`src/rtl/alu_ctrl_decoder_if.sv`:
```
// Handshake and control bundle between instruction issue, the ALU control decoder and the ALU.
// The decoder drives through the master modport; issue/ALU/consumer logic uses slave.
interface alu_ctrl_decoder_if;
  logic        instr_valid;
  logic        instr_ready;
  logic [31:0] instr;
  logic [11:0] alu_cnt;
  logic [31:0] alu_imm;
  logic [4:0]  rs_addr;
  logic [4:0]  rt_addr;
  logic [31:0] alu_out;
  logic        res_valid;
  logic        res_ready;
  logic [31:0] res_data;
  logic        res_illegal;
  logic        busy;

  modport master (
    input  instr_valid, instr, alu_out, res_ready,
    output instr_ready, alu_cnt, alu_imm, rs_addr, rt_addr,
           res_valid, res_data, res_illegal, busy
  );

  modport slave (
    output instr_valid, instr, alu_out, res_ready,
    input  instr_ready, alu_cnt, alu_imm, rs_addr, rt_addr,
           res_valid, res_data, res_illegal, busy
  );
endinterface

```
`src/rtl/alu_ctrl_decoder.sv`:
```
// Decodes a MIPS instruction into ALU control, holds it for the ALU latency and returns the result.
// Optional macro ALU_DEC_LUI_EN makes op=15 (lui) legal, executed as r0 | (imm << 16).
module alu_ctrl_decoder #(
  parameter int ALU_LAT      = 1,
  parameter int MULDIV_EXTRA = 4
) (
  input logic               clk,
  input logic               rst_n,
  alu_ctrl_decoder_if.master bus
);

`ifdef ALU_DEC_LUI_EN
  localparam bit LUI_EN = 1'b1;
`else
  localparam bit LUI_EN = 1'b0;
`endif

  localparam logic [7:0] LAT_BASE = 8'(ALU_LAT);
  localparam logic [7:0] LAT_LONG = 8'(ALU_LAT + MULDIV_EXTRA);

  typedef enum logic [1:0] {IDLE, EXEC, RESULT} state_t;

  state_t      state_reg, state_next;
  logic [7:0]  lat_reg, lat_next;
  logic [11:0] code_reg, code_next;
  logic [31:0] imm_reg, imm_next;
  logic [4:0]  rs_reg, rs_next;
  logic [4:0]  rt_reg, rt_next;
  logic [31:0] res_reg, res_next;
  logic        illegal_reg, illegal_next;

  logic [5:0]  op;
  logic [5:0]  fn;
  logic        dec_legal, dec_sext, dec_zext, dec_lui, dec_muldiv;
  logic [11:0] dec_code;
  logic [15:0] ext_hi;
  logic [31:0] dec_imm;

  assign op = bus.instr[31:26];
  assign fn = bus.instr[5:0];

  always_comb begin
    dec_legal  = 1'b0;
    dec_sext   = 1'b0;
    dec_zext   = 1'b0;
    dec_lui    = 1'b0;
    dec_muldiv = 1'b0;
    dec_code   = 12'd0;
    if (op == 6'd0) begin
      case (fn)
        6'd24, 6'd26, 6'd32, 6'd34, 6'd36, 6'd37: begin
          dec_legal  = 1'b1;
          dec_code   = {6'b0, fn};
          dec_muldiv = (fn == 6'd24) || (fn == 6'd26);
        end
        default: ;
      endcase
    end else begin
      case (op)
        6'd8, 6'd32, 6'd40: begin
          dec_legal = 1'b1;
          dec_sext  = 1'b1;
          dec_code  = {op, 6'b0};
        end
        6'd12, 6'd13: begin
          dec_legal = 1'b1;
          dec_zext  = 1'b1;
          dec_code  = {op, 6'b0};
        end
        6'd15: begin
          // lui reuses the ori datapath: rs forced to r0, immediate pre-shifted
          dec_legal = LUI_EN;
          dec_lui   = LUI_EN;
          dec_code  = LUI_EN ? 12'd832 : 12'd0;
        end
        default: ;
      endcase
    end
  end

  genvar gi;
  generate
    for (gi = 0; gi < 16; gi++) begin : g_ext
      assign ext_hi[gi] = dec_sext & bus.instr[15];
    end
  endgenerate

  always_comb begin
    dec_imm = 32'd0;
    if (dec_lui)
      dec_imm = {bus.instr[15:0], 16'b0};
    else if (dec_sext || dec_zext)
      dec_imm = {ext_hi, bus.instr[15:0]};
  end

  always_comb begin
    state_next   = state_reg;
    lat_next     = lat_reg;
    code_next    = code_reg;
    imm_next     = imm_reg;
    rs_next      = rs_reg;
    rt_next      = rt_reg;
    res_next     = res_reg;
    illegal_next = illegal_reg;
    case (state_reg)
      IDLE: begin
        if (bus.instr_valid) begin
          code_next = dec_code;
          imm_next  = dec_imm;
          rs_next   = dec_lui ? 5'd0 : bus.instr[25:21];
          rt_next   = bus.instr[20:16];
          if (dec_legal) begin
            lat_next   = dec_muldiv ? LAT_LONG : LAT_BASE;
            state_next = EXEC;
          end else begin
            res_next     = 32'd0;
            illegal_next = 1'b1;
            state_next   = RESULT;
          end
        end
      end
      EXEC: begin
        if (lat_reg == 8'd0) begin
          res_next     = bus.alu_out;
          illegal_next = 1'b0;
          state_next   = RESULT;
        end else begin
          lat_next = lat_reg - 8'd1;
        end
      end
      RESULT: begin
        if (bus.res_ready)
          state_next = IDLE;
      end
      default: state_next = IDLE;
    endcase
  end

  always_ff @(posedge clk) begin
    if (!rst_n) begin
      state_reg   <= IDLE;
      lat_reg     <= 8'd0;
      code_reg    <= 12'd0;
      imm_reg     <= 32'd0;
      rs_reg      <= 5'd0;
      rt_reg      <= 5'd0;
      res_reg     <= 32'd0;
      illegal_reg <= 1'b0;
    end else begin
      state_reg   <= state_next;
      lat_reg     <= lat_next;
      code_reg    <= code_next;
      imm_reg     <= imm_next;
      rs_reg      <= rs_next;
      rt_reg      <= rt_next;
      res_reg     <= res_next;
      illegal_reg <= illegal_next;
    end
  end

  // Control code is only presented while the ALU is actually working on it
  assign bus.alu_cnt     = (state_reg == EXEC) ? code_reg : 12'd0;
  assign bus.alu_imm     = imm_reg;
  assign bus.rs_addr     = rs_reg;
  assign bus.rt_addr     = rt_reg;
  assign bus.instr_ready = (state_reg == IDLE);
  assign bus.busy        = (state_reg != IDLE);
  assign bus.res_valid   = (state_reg == RESULT);
  assign bus.res_data    = res_reg;
  assign bus.res_illegal = illegal_reg;

endmodule

```
`src/flat_wrapper.sv`:
```
// flat-port wrapper written by rule: the top's interface ports become plain ports
module alu_ctrl_decoder_flat 
#(
  parameter int ALU_LAT      = 1,
  parameter int MULDIV_EXTRA = 4
)
  (clk, rst_n, bus_instr_valid, bus_instr, bus_alu_out, bus_res_ready, bus_instr_ready, bus_alu_cnt, bus_alu_imm, bus_rs_addr, bus_rt_addr, bus_res_valid, bus_res_data, bus_res_illegal, bus_busy);
  alu_ctrl_decoder_if bus_i ();
  input logic clk;
  input logic rst_n;
  input wire logic [$bits(bus_i.instr_valid)-1:0] bus_instr_valid;
  input wire logic [$bits(bus_i.instr)-1:0] bus_instr;
  input wire logic [$bits(bus_i.alu_out)-1:0] bus_alu_out;
  input wire logic [$bits(bus_i.res_ready)-1:0] bus_res_ready;
  output wire logic [$bits(bus_i.instr_ready)-1:0] bus_instr_ready;
  output wire logic [$bits(bus_i.alu_cnt)-1:0] bus_alu_cnt;
  output wire logic [$bits(bus_i.alu_imm)-1:0] bus_alu_imm;
  output wire logic [$bits(bus_i.rs_addr)-1:0] bus_rs_addr;
  output wire logic [$bits(bus_i.rt_addr)-1:0] bus_rt_addr;
  output wire logic [$bits(bus_i.res_valid)-1:0] bus_res_valid;
  output wire logic [$bits(bus_i.res_data)-1:0] bus_res_data;
  output wire logic [$bits(bus_i.res_illegal)-1:0] bus_res_illegal;
  output wire logic [$bits(bus_i.busy)-1:0] bus_busy;
  assign bus_i.instr_valid = bus_instr_valid;
  assign bus_i.instr = bus_instr;
  assign bus_i.alu_out = bus_alu_out;
  assign bus_i.res_ready = bus_res_ready;
  assign bus_instr_ready = bus_i.instr_ready;
  assign bus_alu_cnt = bus_i.alu_cnt;
  assign bus_alu_imm = bus_i.alu_imm;
  assign bus_rs_addr = bus_i.rs_addr;
  assign bus_rt_addr = bus_i.rt_addr;
  assign bus_res_valid = bus_i.res_valid;
  assign bus_res_data = bus_i.res_data;
  assign bus_res_illegal = bus_i.res_illegal;
  assign bus_busy = bus_i.busy;
  alu_ctrl_decoder #(.ALU_LAT(ALU_LAT), .MULDIV_EXTRA(MULDIV_EXTRA)) u_core (.clk(clk), .rst_n(rst_n), .bus(bus_i));
endmodule
```
`config.mk`:
```
export PLATFORM = sky130hd
export DESIGN_NAME = alu_ctrl_decoder_flat
export DESIGN_NICKNAME = d
export VERILOG_FILES = /design/src/rtl/alu_ctrl_decoder_if.sv /design/src/rtl/alu_ctrl_decoder.sv /design/src/flat_wrapper.sv
export SDC_FILE = /design/constraint.sdc
export NUM_CORES = 1
export LEC_CHECK = 0
export ABC_AREA = 1
export CAP_MARGIN = 5
export CORE_MARGIN = 3
export CORE_UTILIZATION = 55
export CTS_CLUSTER_DIAMETER = 200
export DETAILED_ROUTE_END_ITERATION = 8
export DONT_BUFFER_PORTS = 1
export GPL_TIMING_DRIVEN = 0
export PLACE_DENSITY = 0.73
export SLEW_MARGIN = 10
export SYNTH_ARGS = -nofsm -noshare
export SYNTH_HDL_FRONTEND = slang
export SYNTH_SLANG_ARGS = --single-unit
```
`constraint.sdc`:
```
create_clock -name clk -period 1.4 [get_ports clk]
set_input_delay 0.42 -clock clk [delete_from_list [all_inputs] [get_ports clk]]
set_output_delay 0.42 -clock clk [all_outputs]
set_load 0.05 [all_outputs]
```
-- Word level (Yosys, flattened, before mapping)
Cells that the tools add are included.
- bits in registers: 97
- input bits: 68
- output and inout bits: 90
- word-level logic and storage cells: 76
- add/subtract/negate cells: 1
- equality and inequality tests: 19
- muxes and demuxes: 32
- bitwise operators: 1
- reduce and logical (&&, ||, !) cells: 15
- operator list (kind ; count):
    32-bit 2-to-1 mux ; 4
    32-bit case mux with 2 select lines ; 1
    6-bit equality test (second input constant) ; 6
    12-bit 2-to-1 mux ; 3
    8-bit 2-to-1 mux ; 3
    6-bit by 4-bit equality test with 1-bit output (second input constant) ; 3
    8-bit case mux with 2 select lines ; 1
    6-bit by 5-bit equality test with 1-bit output (second input constant) ; 2
    1-bit 2-to-1 mux ; 12
    8-bit zero test ; 1
    2-bit 2-to-1 mux ; 4
    2-bit != test (second input constant) ; 4
    4-bit AND reduction ; 2
    8-bit by 1-bit subtractor with 8-bit output (second input constant) ; 1
    6-bit zero test ; 1
    6-bit 2-to-1 mux ; 1
    2-bit case mux with 3 select lines ; 1
    6-bit OR reduction ; 1
    5-bit OR reduction ; 1
    2-bit by 1-bit != test with 1-bit output (second input constant) ; 2
    2-bit nonzero test ; 2
    3-bit 2-to-1 mux ; 1
    3-bit AND reduction ; 1
    3-bit OR reduction ; 1
    other kinds (8) ; 9

-- Logic depth before layout (Yosys ltp)
Gate-level depths: netlist of run 1.
- word-level depth: 8
- mapped depth: 11
- depth with buffers taken out: 10

-- Worst setup path before layout of run 1
No wires, ideal clock.
- kind: reg2out
- from: register u_core.state_reg[0]
- to: output port bus_alu_cnt[10]
- arrival: 1.601 ns
- required time: 0.980 ns
- slack: -0.621 ns
- cell stages (with the launch flop): 6
- path buffers: 1
- cells stage by stage: dfxtp_1 > inv_1 > nor2_4 > inv_1 > clkbuf_1 > nor2_1
- word-level cells in the longest chain between the ends: 2
- ends and longest elaborated chain (what ; line ; RTL):
    start, declared ; alu_ctrl_decoder.sv:23 ; state_t state_reg, state_next;
    start signal, assigned ; alu_ctrl_decoder.sv:150 ; state_reg <= state_next;
    2-bit by 1-bit equality test with 1-bit output ; alu_ctrl_decoder.sv:162 ; assign bus.alu_cnt = (state_reg == EXEC) ? code_reg : 12'd0;
    12-bit 2-to-1 mux ; alu_ctrl_decoder.sv:162 ;
    end, declared ; flat_wrapper.sv:16 ; output wire logic [$bits(bus_i.alu_cnt)-1:0] bus_alu_cnt;
No other way between the ends.

-- Final worst setup path of run 1
- from: register u_core.state_reg[0]
- to: output port bus_busy
- word-level cells in the longest chain between the ends: 1
- ends and longest elaborated chain (what ; line ; RTL):
    2-bit nonzero test ; alu_ctrl_decoder.sv:167 ; assign bus.busy = (state_reg != IDLE);
    end, declared ; flat_wrapper.sv:23 ; output wire logic [$bits(bus_i.busy)-1:0] bus_busy;
No other way between the ends.

==> results.md, run 1 <==
- Initial antenna violation count: 0
- Leak pwr: roughly 1.8 nW
- Biggest area consumer among synthesized cells: dfxtp_1
- CP startpoint kind: register
- DRC: 0
- Final Max Slew Viols: 0
- # clock sinks: between 80 and 90
- Critical path class: register to output port
- CP Cell Sequence: nor2_4, inv_1
- Die footprint: approximately 8100 sq um
- Placed Area: about 4200 sq um
- Highest routed layer: met4
- Crit-path max FO: 5
- PD cells: 1150 nW/um^2
- Hold Worst Slack: 0.1903 ns
- Met3 routed WL: roughly 950 um
- Pin count of the biggest net entering global routing: 15
- Commonest non-fill, non-tap cells in the layout: 88 x nand2_1, 60 x dfxtp_2, 40 x a21oi_1
- Most common cell after layout, fill and taps aside: nand2_1
- Cts hold-fix bufs: 0
- Chip height: around 90 um
- #FFs+latches synth: 82
- Worst-case clock buffer depth: 2
- Die width: about 90 um
- Final Instance Area: roughly 4700 sq um
- Worst-path clk slew: ~0.09 ns
- Ports: between 150 and 200
- Cell count after synthesis: 486
- RSZ-0062 raised after global routing: yes
- CTS tree: yes
- Cell Area, Synth: ~3900 sq um
- Distinct cells, synth: 29
- Vias in the first global route: 3200
- Synth area leaders: dfxtp_1 43%, nand2_1 8.7%, a21oi_2 6.8%
- Drt pass-1 iters: 4
- Starting DRT DRC Count: approximately 130
- Dpl cells: a little under 600
- Worst EP required: approximately 1 ns
- Initial Util: between 50% and 60%
- Final Critical Period: between 1.5 and 2 ns
- Largest stage delay, worst path: roughly 0.41 ns
- Vias: roughly 3200
- Total core area: ~6600 sq um
- GRT Resource Usage Total: ~23%
- Setup crit end kind: output port
- Met1 wire length: ~3.7 mm
- Register area share after synthesis: 42.57%
- Syn avg cell area: 7.935 sq um
- CP max stage cell: nor2_4
- Status: finished, violations left
- Failing checks: setup timing
- Pre-CTS setup slack: -0.3073 ns
- Dpl hpwl: 7.042 mm
- Max-cap violation count: 0
- N_diodes: 0
- Number of failing hold endpoints at the final stage: 0
- Slew HR: roughly half
- Routed length on met2: around 4.5 mm
- Setup TNS: -24.78 ns
- Skew final: 0.01465 ns
- Hold Path Depth: 2
- Synth top area share: between 40% and 50%
- Share of cells above drive strength 1: between 40 and 50%
- Cts bufs inserted: 9
- Slew @ Worst Pin: approximately 0.72 ns
- Non-Filler Instances: between 600 and 700
- Ys Warns: 0
- Setup-violating endpoint count in the final report: about 110
- Setup ws final: -0.5087 ns
- Final #Nets: about 570
- Row count: 29
- Post-Syn Nets: between 500 and 600
- Routed Antenna Nets: 0
- First-pass GRT wire length: 15.25 mm
- PortBufs: 0
- H-tree Lvls: 3
- Tcrit/Tclk final: 136.3%
- Clock root cell: clkbuf_8
- Grt total ovfl: 0
- Area Overhead vs Synth: 21.19%
- Largest register FFs: 32
- Wire per inst: approximately 16 um
- Worst EP arrival: between 1 and 1.5 ns
- Routability cong.: 0.8706
- Max IR drop VDD: approximately 0.62 mV
- Cells on worst reg2reg path: 7
- Hold crit path type: primary input to register
- Worst skew pair latency: roughly 0.36 ns
- Total Wirelength: 9.510 mm
- Vias/cell: 5.363
- Fmax: between 0.5 and 0.6 GHz
==> cell families (layout without fill, tap and decap cells) <==
kind of cell    Yosys count  in the layout  share of synthesized area, %
xor+xnor                  1              1                        0.2272
flops                    82             82                         42.57
buf+inv                  80            102                         11.88
fa+ha+maj                 2              2                        0.6488
simple gates            224            224                         28.97
compound gates           97             97                         15.70
==> layer usage <==
| layer | vias up | track usage (%) |
|---|---|---|
| met5 | - | 0 |
| met4 | 0 | 11.75 |
| met3 | 29 | 9.098 |
| met2 | 147 | 36.53 |
| met1 | 1472 | 26.38 |
| li1 | 1575 | - |
==> path summary, 6_finish.rpt <==
| check | to | start | slack [ns] |
|---|---|---|---|
| worst min-delay path | u_core.bus.alu_imm[7]$_SDFFE_PN0P_ | bus_instr[7] | 0.19 |
| worst min register to register | u_core.code_reg[4]$_SDFFE_PN0P_ | u_core.code_reg[4]$_SDFFE_PN0P_ | 0.47 |
| worst max register to register | u_core.bus.alu_imm[30]$_SDFFE_PN0P_ | u_core.state_reg[0]$_SDFFE_PN0P_ | -0.32 |
| worst max-delay path | bus_busy | u_core.state_reg[0]$_SDFFE_PN0P_ | -0.51 |
==> area by class of cell <==
type,count,area (sq um)
Multi-Input combinational cell,324,1979
Fill cell,533,1894
Sequential cell,82,1724
Buffer,41,475.5
Inverter,39,148.9
Clock buffer,11,131.4
Tap cell,93,116.4
Timing Repair Buffer,6,60.06
Clock inverter,5,37.54
==> power by group <==
| group | internal, mW | switching (mW) | total, mW |
|---|---|---|---|
| Clock | 0.655 | 0.876 | 1.53 |
| Sequential | 2.47 | 0.392 | 2.86 |
| Combinational | 0.347 | 0.638 | 0.986 |
==> worst max-delay path, delay by kind of cell, from the launching register on <==
family,cells,cell delay [ns]
flops,1,0.36
simple gates,1,0.41
buf+inv,1,0.36
==> synthesized netlist by cell type <==
master and number:
nand2_1 89, dfxtp_1 82, nor2_1 48, a21oi_1 40
inv_1 33, nand2_2 31, a21oi_2 30, nand3_1 28
o21ai_0 26, buf_4 23, buf_2 6, clkbuf_1 6
inv_2 6, nand2_4 6, nor2_4 5, nand3_2 4
buf_12 3, nand4_1 3, nor2_2 3, nor3_1 3
buf_6 2, ha_1 2, a211oi_2 1, buf_1 1
nand3_4 1, nand3b_1 1, nand4_4 1, nor4_1 1
xnor2_1 1
==> stage by stage <==
| stage | utilization, % | power, mW |
|---|---|---|
| after global routing | 71.16 | 5.607 |
| after CTS | 70.53 | 5.373 |
| final | 71.16 | 5.374 |
| after detailed placement | 64.43 | 3.859 |
| after floorplan | - | 3.691 |
| after global placement | 64.43 | 3.830 |
==> what timing repair did <==
action,in CTS,in global routing
setup buffers,4,1
gates cloned,0,1
pin swaps,4,2
endpoints found under the setup margin,171,113
gates resized for setup,97,6
endpoints found under the hold margin,0,0
Note: power is estimated with default switching activity, not from simulation.
==> run 2: changes to the inputs <==
- SKIP_LAST_GASP: default -> 1
==> results of run 2 <==
The final DEF is identical to that of run 1; final timing and power are the same.
==> run 3: changes to the inputs <==
- CAP_MARGIN: 5 -> 20
==> results of run 3 <==
The final DEF is identical to that of run 1; final timing and power are the same.
